## src/rtl/crt_timing_pkg.sv

```systemverilog
// crt_timing_pkg
//   Shared raster timing constants for the CRT sync generator and the renderer.
//   Holds the default 640x480@60 porch/sync numbers, the derived line/frame
//   totals and the coordinate width used by every raster counter.
package crt_timing_pkg;

  localparam int COORD_W   = 10;
  localparam int COORD_MAX = 1 << COORD_W;

  localparam int H_VISIBLE_DEF = 640;
  localparam int H_FRONT_DEF   = 16;
  localparam int H_SYNC_DEF    = 96;
  localparam int H_BACK_DEF    = 48;

  localparam int V_VISIBLE_DEF = 480;
  localparam int V_FRONT_DEF   = 10;
  localparam int V_SYNC_DEF    = 2;
  localparam int V_BACK_DEF    = 33;

  function automatic int axis_total(int visible, int front, int sync, int back);
    return visible + front + sync + back;
  endfunction

  localparam int H_TOTAL_DEF = axis_total(H_VISIBLE_DEF, H_FRONT_DEF, H_SYNC_DEF, H_BACK_DEF);
  localparam int V_TOTAL_DEF = axis_total(V_VISIBLE_DEF, V_FRONT_DEF, V_SYNC_DEF, V_BACK_DEF);

  typedef logic [COORD_W-1:0] coord_t;

endpackage

```

## src/rtl/crt_axis_timing.sv

```systemverilog
// crt_axis_timing
//   One raster axis (horizontal or vertical): a wrapping position counter plus
//   combinational decode of the sync and visible windows.
// Ports
//   clk_i          system clock
//   rst_i          asynchronous active-high reset
//   advance_i      step the counter by one position this cycle
//   count_o        current position, 0..TOTAL-1
//   wrap_o         advance_i while at the last position (counter returns to 0)
//   sync_active_o  position lies in the sync window (polarity-neutral)
//   visible_o      position lies in the visible window
module crt_axis_timing
  import crt_timing_pkg::*;
#(
  parameter int VISIBLE = H_VISIBLE_DEF,
  parameter int FRONT   = H_FRONT_DEF,
  parameter int SYNC    = H_SYNC_DEF,
  parameter int BACK    = H_BACK_DEF
) (
  input  logic               clk_i,
  input  logic               rst_i,
  input  logic               advance_i,
  output logic [COORD_W-1:0] count_o,
  output logic               wrap_o,
  output logic               sync_active_o,
  output logic               visible_o
);

  localparam int TOTAL = axis_total(VISIBLE, FRONT, SYNC, BACK);

  if (TOTAL > COORD_MAX) begin : g_total_too_big
    $error("crt_axis_timing: axis total %0d exceeds counter range %0d", TOTAL, COORD_MAX);
  end

  localparam logic [COORD_W-1:0] LAST_C       = COORD_W'(TOTAL - 1);
  localparam logic [COORD_W-1:0] VIS_END_C    = COORD_W'(VISIBLE);
  localparam logic [COORD_W-1:0] SYNC_FIRST_C = COORD_W'(VISIBLE + FRONT);
  localparam logic [COORD_W-1:0] SYNC_LAST_C  = COORD_W'(VISIBLE + FRONT + SYNC - 1);

  logic [COORD_W-1:0] count_q;
  logic [COORD_W-1:0] count_d;
  logic               at_last;

  assign at_last = (count_q == LAST_C);

  always_comb begin
    count_d = count_q;
    if (advance_i) begin
      count_d = at_last ? '0 : count_q + 1'b1;
    end
  end

  always_ff @(posedge clk_i or posedge rst_i) begin
    if (rst_i) begin
      count_q <= '0;
    end else begin
      count_q <= count_d;
    end
  end

  assign count_o       = count_q;
  assign wrap_o        = advance_i & at_last;
  assign sync_active_o = (count_q >= SYNC_FIRST_C) && (count_q <= SYNC_LAST_C);
  assign visible_o     = (count_q < VIS_END_C);

endmodule

```

## src/rtl/crt_sync_generator.sv

```systemverilog
// crt_sync_generator
//   Raster timing stage running on CLK only. CRTclock is sampled as a level and
//   its rising edge becomes a one-CLK pixel enable that steps the H/V counters.
//   All outputs come from a single register layer and lag the counters by one CLK.
// Ports
//   CLK         system clock
//   RESET       asynchronous active-high reset
//   CRTclock    divided pixel clock, used as a level
//   hSync       horizontal sync (polarity per SYNC_LOW), registered
//   vSync       vertical sync (polarity per SYNC_LOW), registered
//   videoOn     inside the visible area, registered
//   pixelX      horizontal position, registered
//   pixelY      vertical position, registered
//   frameStart  one-CLK pulse when the raster enters (0,0)
module crt_sync_generator
  import crt_timing_pkg::*;
#(
  parameter int H_VISIBLE = H_VISIBLE_DEF,
  parameter int H_FRONT   = H_FRONT_DEF,
  parameter int H_SYNC    = H_SYNC_DEF,
  parameter int H_BACK    = H_BACK_DEF,
  parameter int V_VISIBLE = V_VISIBLE_DEF,
  parameter int V_FRONT   = V_FRONT_DEF,
  parameter int V_SYNC    = V_SYNC_DEF,
  parameter int V_BACK    = V_BACK_DEF,
  parameter bit SYNC_LOW  = 1'b1
) (
  input  logic               CLK,
  input  logic               RESET,
  input  logic               CRTclock,
  output logic               hSync,
  output logic               vSync,
  output logic               videoOn,
  output logic [COORD_W-1:0] pixelX,
  output logic [COORD_W-1:0] pixelY,
  output logic               frameStart
);

  logic               crt_prev_q;
  logic               pixel_en;
  logic               frame_wrap_q;

  logic [COORD_W-1:0] h_count;
  logic               h_wrap;
  logic               h_sync_act;
  logic               h_visible;
  logic [COORD_W-1:0] v_count;
  logic               v_wrap;
  logic               v_sync_act;
  logic               v_visible;

  logic               hsync_q;
  logic               vsync_q;
  logic               video_on_q;
  logic [COORD_W-1:0] pixel_x_q;
  logic [COORD_W-1:0] pixel_y_q;
  logic               frame_start_q;

  // Previous level is cleared by reset, so a CRTclock already high at release
  // counts as a rising edge on the first CLK.
  assign pixel_en = CRTclock & ~crt_prev_q;

  crt_axis_timing #(
    .VISIBLE (H_VISIBLE),
    .FRONT   (H_FRONT),
    .SYNC    (H_SYNC),
    .BACK    (H_BACK)
  ) u_h_axis (
    .clk_i         (CLK),
    .rst_i         (RESET),
    .advance_i     (pixel_en),
    .count_o       (h_count),
    .wrap_o        (h_wrap),
    .sync_active_o (h_sync_act),
    .visible_o     (h_visible)
  );

  // h_wrap already includes pixel_en, so the line count steps on the same
  // edge the pixel count returns to zero.
  crt_axis_timing #(
    .VISIBLE (V_VISIBLE),
    .FRONT   (V_FRONT),
    .SYNC    (V_SYNC),
    .BACK    (V_BACK)
  ) u_v_axis (
    .clk_i         (CLK),
    .rst_i         (RESET),
    .advance_i     (h_wrap),
    .count_o       (v_count),
    .wrap_o        (v_wrap),
    .sync_active_o (v_sync_act),
    .visible_o     (v_visible)
  );

  // frame_wrap_q marks the one cycle in which the counters sit freshly at (0,0);
  // sitting at (0,0) out of reset or during a stall does not re-trigger it.
  always_ff @(posedge CLK or posedge RESET) begin
    if (RESET) begin
      crt_prev_q   <= 1'b0;
      frame_wrap_q <= 1'b0;
    end else begin
      crt_prev_q   <= CRTclock;
      frame_wrap_q <= v_wrap;
    end
  end

  always_ff @(posedge CLK or posedge RESET) begin
    if (RESET) begin
      hsync_q       <= SYNC_LOW;
      vsync_q       <= SYNC_LOW;
      video_on_q    <= 1'b0;
      pixel_x_q     <= '0;
      pixel_y_q     <= '0;
      frame_start_q <= 1'b0;
    end else begin
      hsync_q       <= h_sync_act ^ SYNC_LOW;
      vsync_q       <= v_sync_act ^ SYNC_LOW;
      video_on_q    <= h_visible & v_visible;
      pixel_x_q     <= h_count;
      pixel_y_q     <= v_count;
      frame_start_q <= frame_wrap_q;
    end
  end

  assign hSync      = hsync_q;
  assign vSync      = vsync_q;
  assign videoOn    = video_on_q;
  assign pixelX     = pixel_x_q;
  assign pixelY     = pixel_y_q;
  assign frameStart = frame_start_q;

endmodule

```

## config.mk

```make
export PLATFORM = sky130hd
export DESIGN_NAME = crt_sync_generator
export DESIGN_NICKNAME = d
export VERILOG_FILES = /design/src/rtl/crt_timing_pkg.sv /design/src/rtl/crt_axis_timing.sv /design/src/rtl/crt_sync_generator.sv
export SDC_FILE = /design/constraint.sdc
export NUM_CORES = 1
export LEC_CHECK = 0
export BUFFER_PORTS_ARGS = -buffer_cell sky130_fd_sc_hd__buf_4
export CAP_MARGIN = 25
export CORE_MARGIN = 8
export CORE_UTILIZATION = 55
export DETAILED_ROUTE_END_ITERATION = 16
export PLACE_DENSITY = 0.78
export SYNTH_ARGS = -nofsm -noshare
export SYNTH_HDL_FRONTEND = slang
export SYNTH_SLANG_ARGS = --single-unit
```

## constraint.sdc

```tcl
create_clock -name CLK -period 2.7 [get_ports CLK]
set_clock_uncertainty 0.1 [all_clocks]
set_input_delay 0.27 -clock CLK [delete_from_list [all_inputs] [get_ports CLK]]
set_output_delay 0.27 -clock CLK [all_outputs]
set_load 0.02 [all_outputs]
```

==> impl_metrics.ini <==
[route]
final_antenna_net_count = 0
drcViolationCount = 0
vias_per_cell = 5.36
wl_met2_um = 1540
drtPass1Iterations = 4
m1WireLength_um = 1470
routedWlPerCell_um = 14.8
drt_iter0_markers = 86
wl_um = 3280
route.met3.wl_um = 204
highest_layer = met4
vias = 1190

[setup_path]
rr_endpoint = u_v_axis.count_o[9]$_DFFE_PP0P_
crit_start = u_h_axis.count_o[7]$_DFFE_PP0P_
worstSetupEndpoint = u_v_axis.count_o[9]$_DFFE_PP0P_
cp.depth = 4
r2r-start = u_h_axis.count_o[7]$_DFFE_PP0P_
rrSetupSlack_ps = 670
crit_arrival_ps = 2170
max_stage_delay_ps = 780
crit_type = flop to flop
cp-end-kind = flop
startpoint_type = flop
path_buf_inv = 0
required_ps = 2850
path_cells = nand4b_1, nor4_1, and2_1, a2bb2oi_1
critPathTopFamily = simple AND/OR/NAND/NOR gates
crit_slowest_cell = nor4_1
r2r_cells = 4
worstPathMaxFanout = 7

[die]
row_count = 20
die_w_um = 72.6
core_area_mm2 = 0.00305
die_area_mm2 = 0.00527
start_util_pct = 57.7
io_pins = 27
die_h_um = 72.6

[placed_design]
dp_hpwl_um = 2340
port_buffers = 26
gp_congestion = 0.852

[job]
cap_violations = 0

[clock_network]
ctsResizeCount = 0
max-clock-path-buffers = 2
cts_tree = built
cts-root-buf = clkbuf_4
clk_pin_slew_ps = 140
worstSkewPairLatency_ps = 360
cts_max_level = 2
cts_sinks = 46
cts_buffers = 5

[yosys]
postSynth.asyncResetShare_pct = 100
synth_edf_count = 0
synth_area_leaders = dfrtp_1 (63%), dfstp_2 (3.0%), xor2_1 (3.0%)
synthCells = 143
synth_seq_cells = 46
synthesis.nets = 150
synth_top_cell_by_area = dfrtp_1
yosysSeqAreaShare_pct = 65.5
avgSynthCellArea_um2 = 12.3
synthDistinctLibCells = 37
synth_ff_type = dfrtp_1
yosys_warnings = 0
syn_area_mm2 = 0.00176
synth.top_cell.area_share_pct = 62.5

[power_and_ir_drop]
totalPowerFinal_w = 0.00149
powerDensity_mw_per_mm2 = 709
peakVddDrop_mv = 0.483
power.leakage_nw = 0.964

[finish]
layout-drive-gt1-share_pct = 22.5
final_util_pct = 68.8
area_growth_pct = 19.3
layout_common_cells = dfrtp_1 (44), buf_4 (27), nand2_1 (11)
layout_commonest_cell = dfrtp_1
diodes = 0
nets = 184

[grt]
grt_pass1_wl_um = 5530
grt-ovfl-total = 0
grt_pass1_vias = 1177
antenna_found_initial = 0
grt_max_degree = 27
grt_usage_pct = 13.3

[sta]
min_period_ps = 2030
period_share_pct = 75.0
finalSetupViolCount = 0
final_max_slew_viol_count = 0
fin_tns_setup_ps = 0
slew-limit-headroom_pct = 42.8
hold_ws_ps = 267
tightest_slew_ps = 850
hold_violations = 0
rsz0062_at_grt = false
fmax_mhz = 494

[run_status]
outcome = complete, no violations

[worst_hold_path]
holdCritPathClass = flop to flop
-- stage by stage --
stage	instances	cell area [um^2]	setup WS, ps
finish	222	2100	675
global placement	212	2000	759
detailed placement	212	2000	688
CTS	222	2100	681
global route	222	2100	513
floorplan	143	1760	782
-- worst min path at each step --
stage	from	to	slack (ps)	cells after the start
2_1_floorplan	CRTclock	crt_prev_q$_DFF_PP0_	200	0
3_3_place_gp	RESET	pixelX[7]$_DFF_PP0_	230	2
3_5_place_dp	RESET	pixelX[7]$_DFF_PP0_	240	2
4_1_cts	frame_wrap_q$_DFF_PP0_	frameStart$_DFF_PP0_	270	0
5_1_grt	frame_wrap_q$_DFF_PP0_	frameStart$_DFF_PP0_	290	0
6_report	frame_wrap_q$_DFF_PP0_	frameStart$_DFF_PP0_	270	0
-- registers in the layout, indices dropped and copies added, names as in the netlist --
| name | cells |
|---|---|
| hSync | 1 |
| u_h_axis.count_o | 10 |
| pixelY | 10 |
| crt_prev_q | 1 |
| frame_wrap_q | 1 |
| u_v_axis.count_o | 10 |
| vSync | 1 |
| pixelX | 10 |
| frameStart | 1 |
| videoOn | 1 |
-- logic make-up (layout without fill, tap and decap cells) --
kind of cell	Yosys count	in the layout	synth area share, %
simple gates	55	55	17.3
mux	1	1	0.569
xor+xnor	10	10	4.97
flops	46	46	65.5
buf+inv	10	45	2.63
compound gates	17	17	6.11
fa+ha+maj	4	4	2.84
-- synthesized netlist by cell type, types with 2 or more instances --
master and count:
a21oi_1 2, and2_1 3, and3_1 2, dfrtp_1 44, dfstp_2 2, ha_1 4, inv_1 8, nand2_1 11
nand2b_1 3, nand3_1 7, nand4_1 7, nor2_1 7, nor3_1 4, nor4_1 2, o21a_1 2, o21ai_0 6
xnor2_1 4, xor2_1 6
-- power breakdown --
group / switching, W / internal, W
logic: 0.000128 / 0.000103
registers: 0.0000803 / 0.000773
clock network: 0.000210 / 0.000195
-- layout make-up --
class | count | area, um^2
repair buffers | 29 | 223
well taps | 44 | 55.1
clock inverters | 2 | 37.5
clock buffers | 6 | 41.3
multi-input cells | 87 | 561
fillers | 239 | 952
inverters | 8 | 30.0
flip-flops and latches | 46 | 1150
-- layer usage --
metal  vias up  global-route usage, %
met1       590                   16.9
li1        558                      -
met2        34                   20.4
met4         0                   6.00
met5         -                      0
met3         8                   3.98
-- repair_timing --
| item | in CTS | in global routing |
|---|---|---|
| hold endpoints to repair | 20 | 0 |
| hold buffers | 2 | 0 |
| buffers inserted | 0 | 0 |
| endpoints found under the setup margin | 0 | 0 |
No activity file was read; power rests on OpenSTA's default activity.
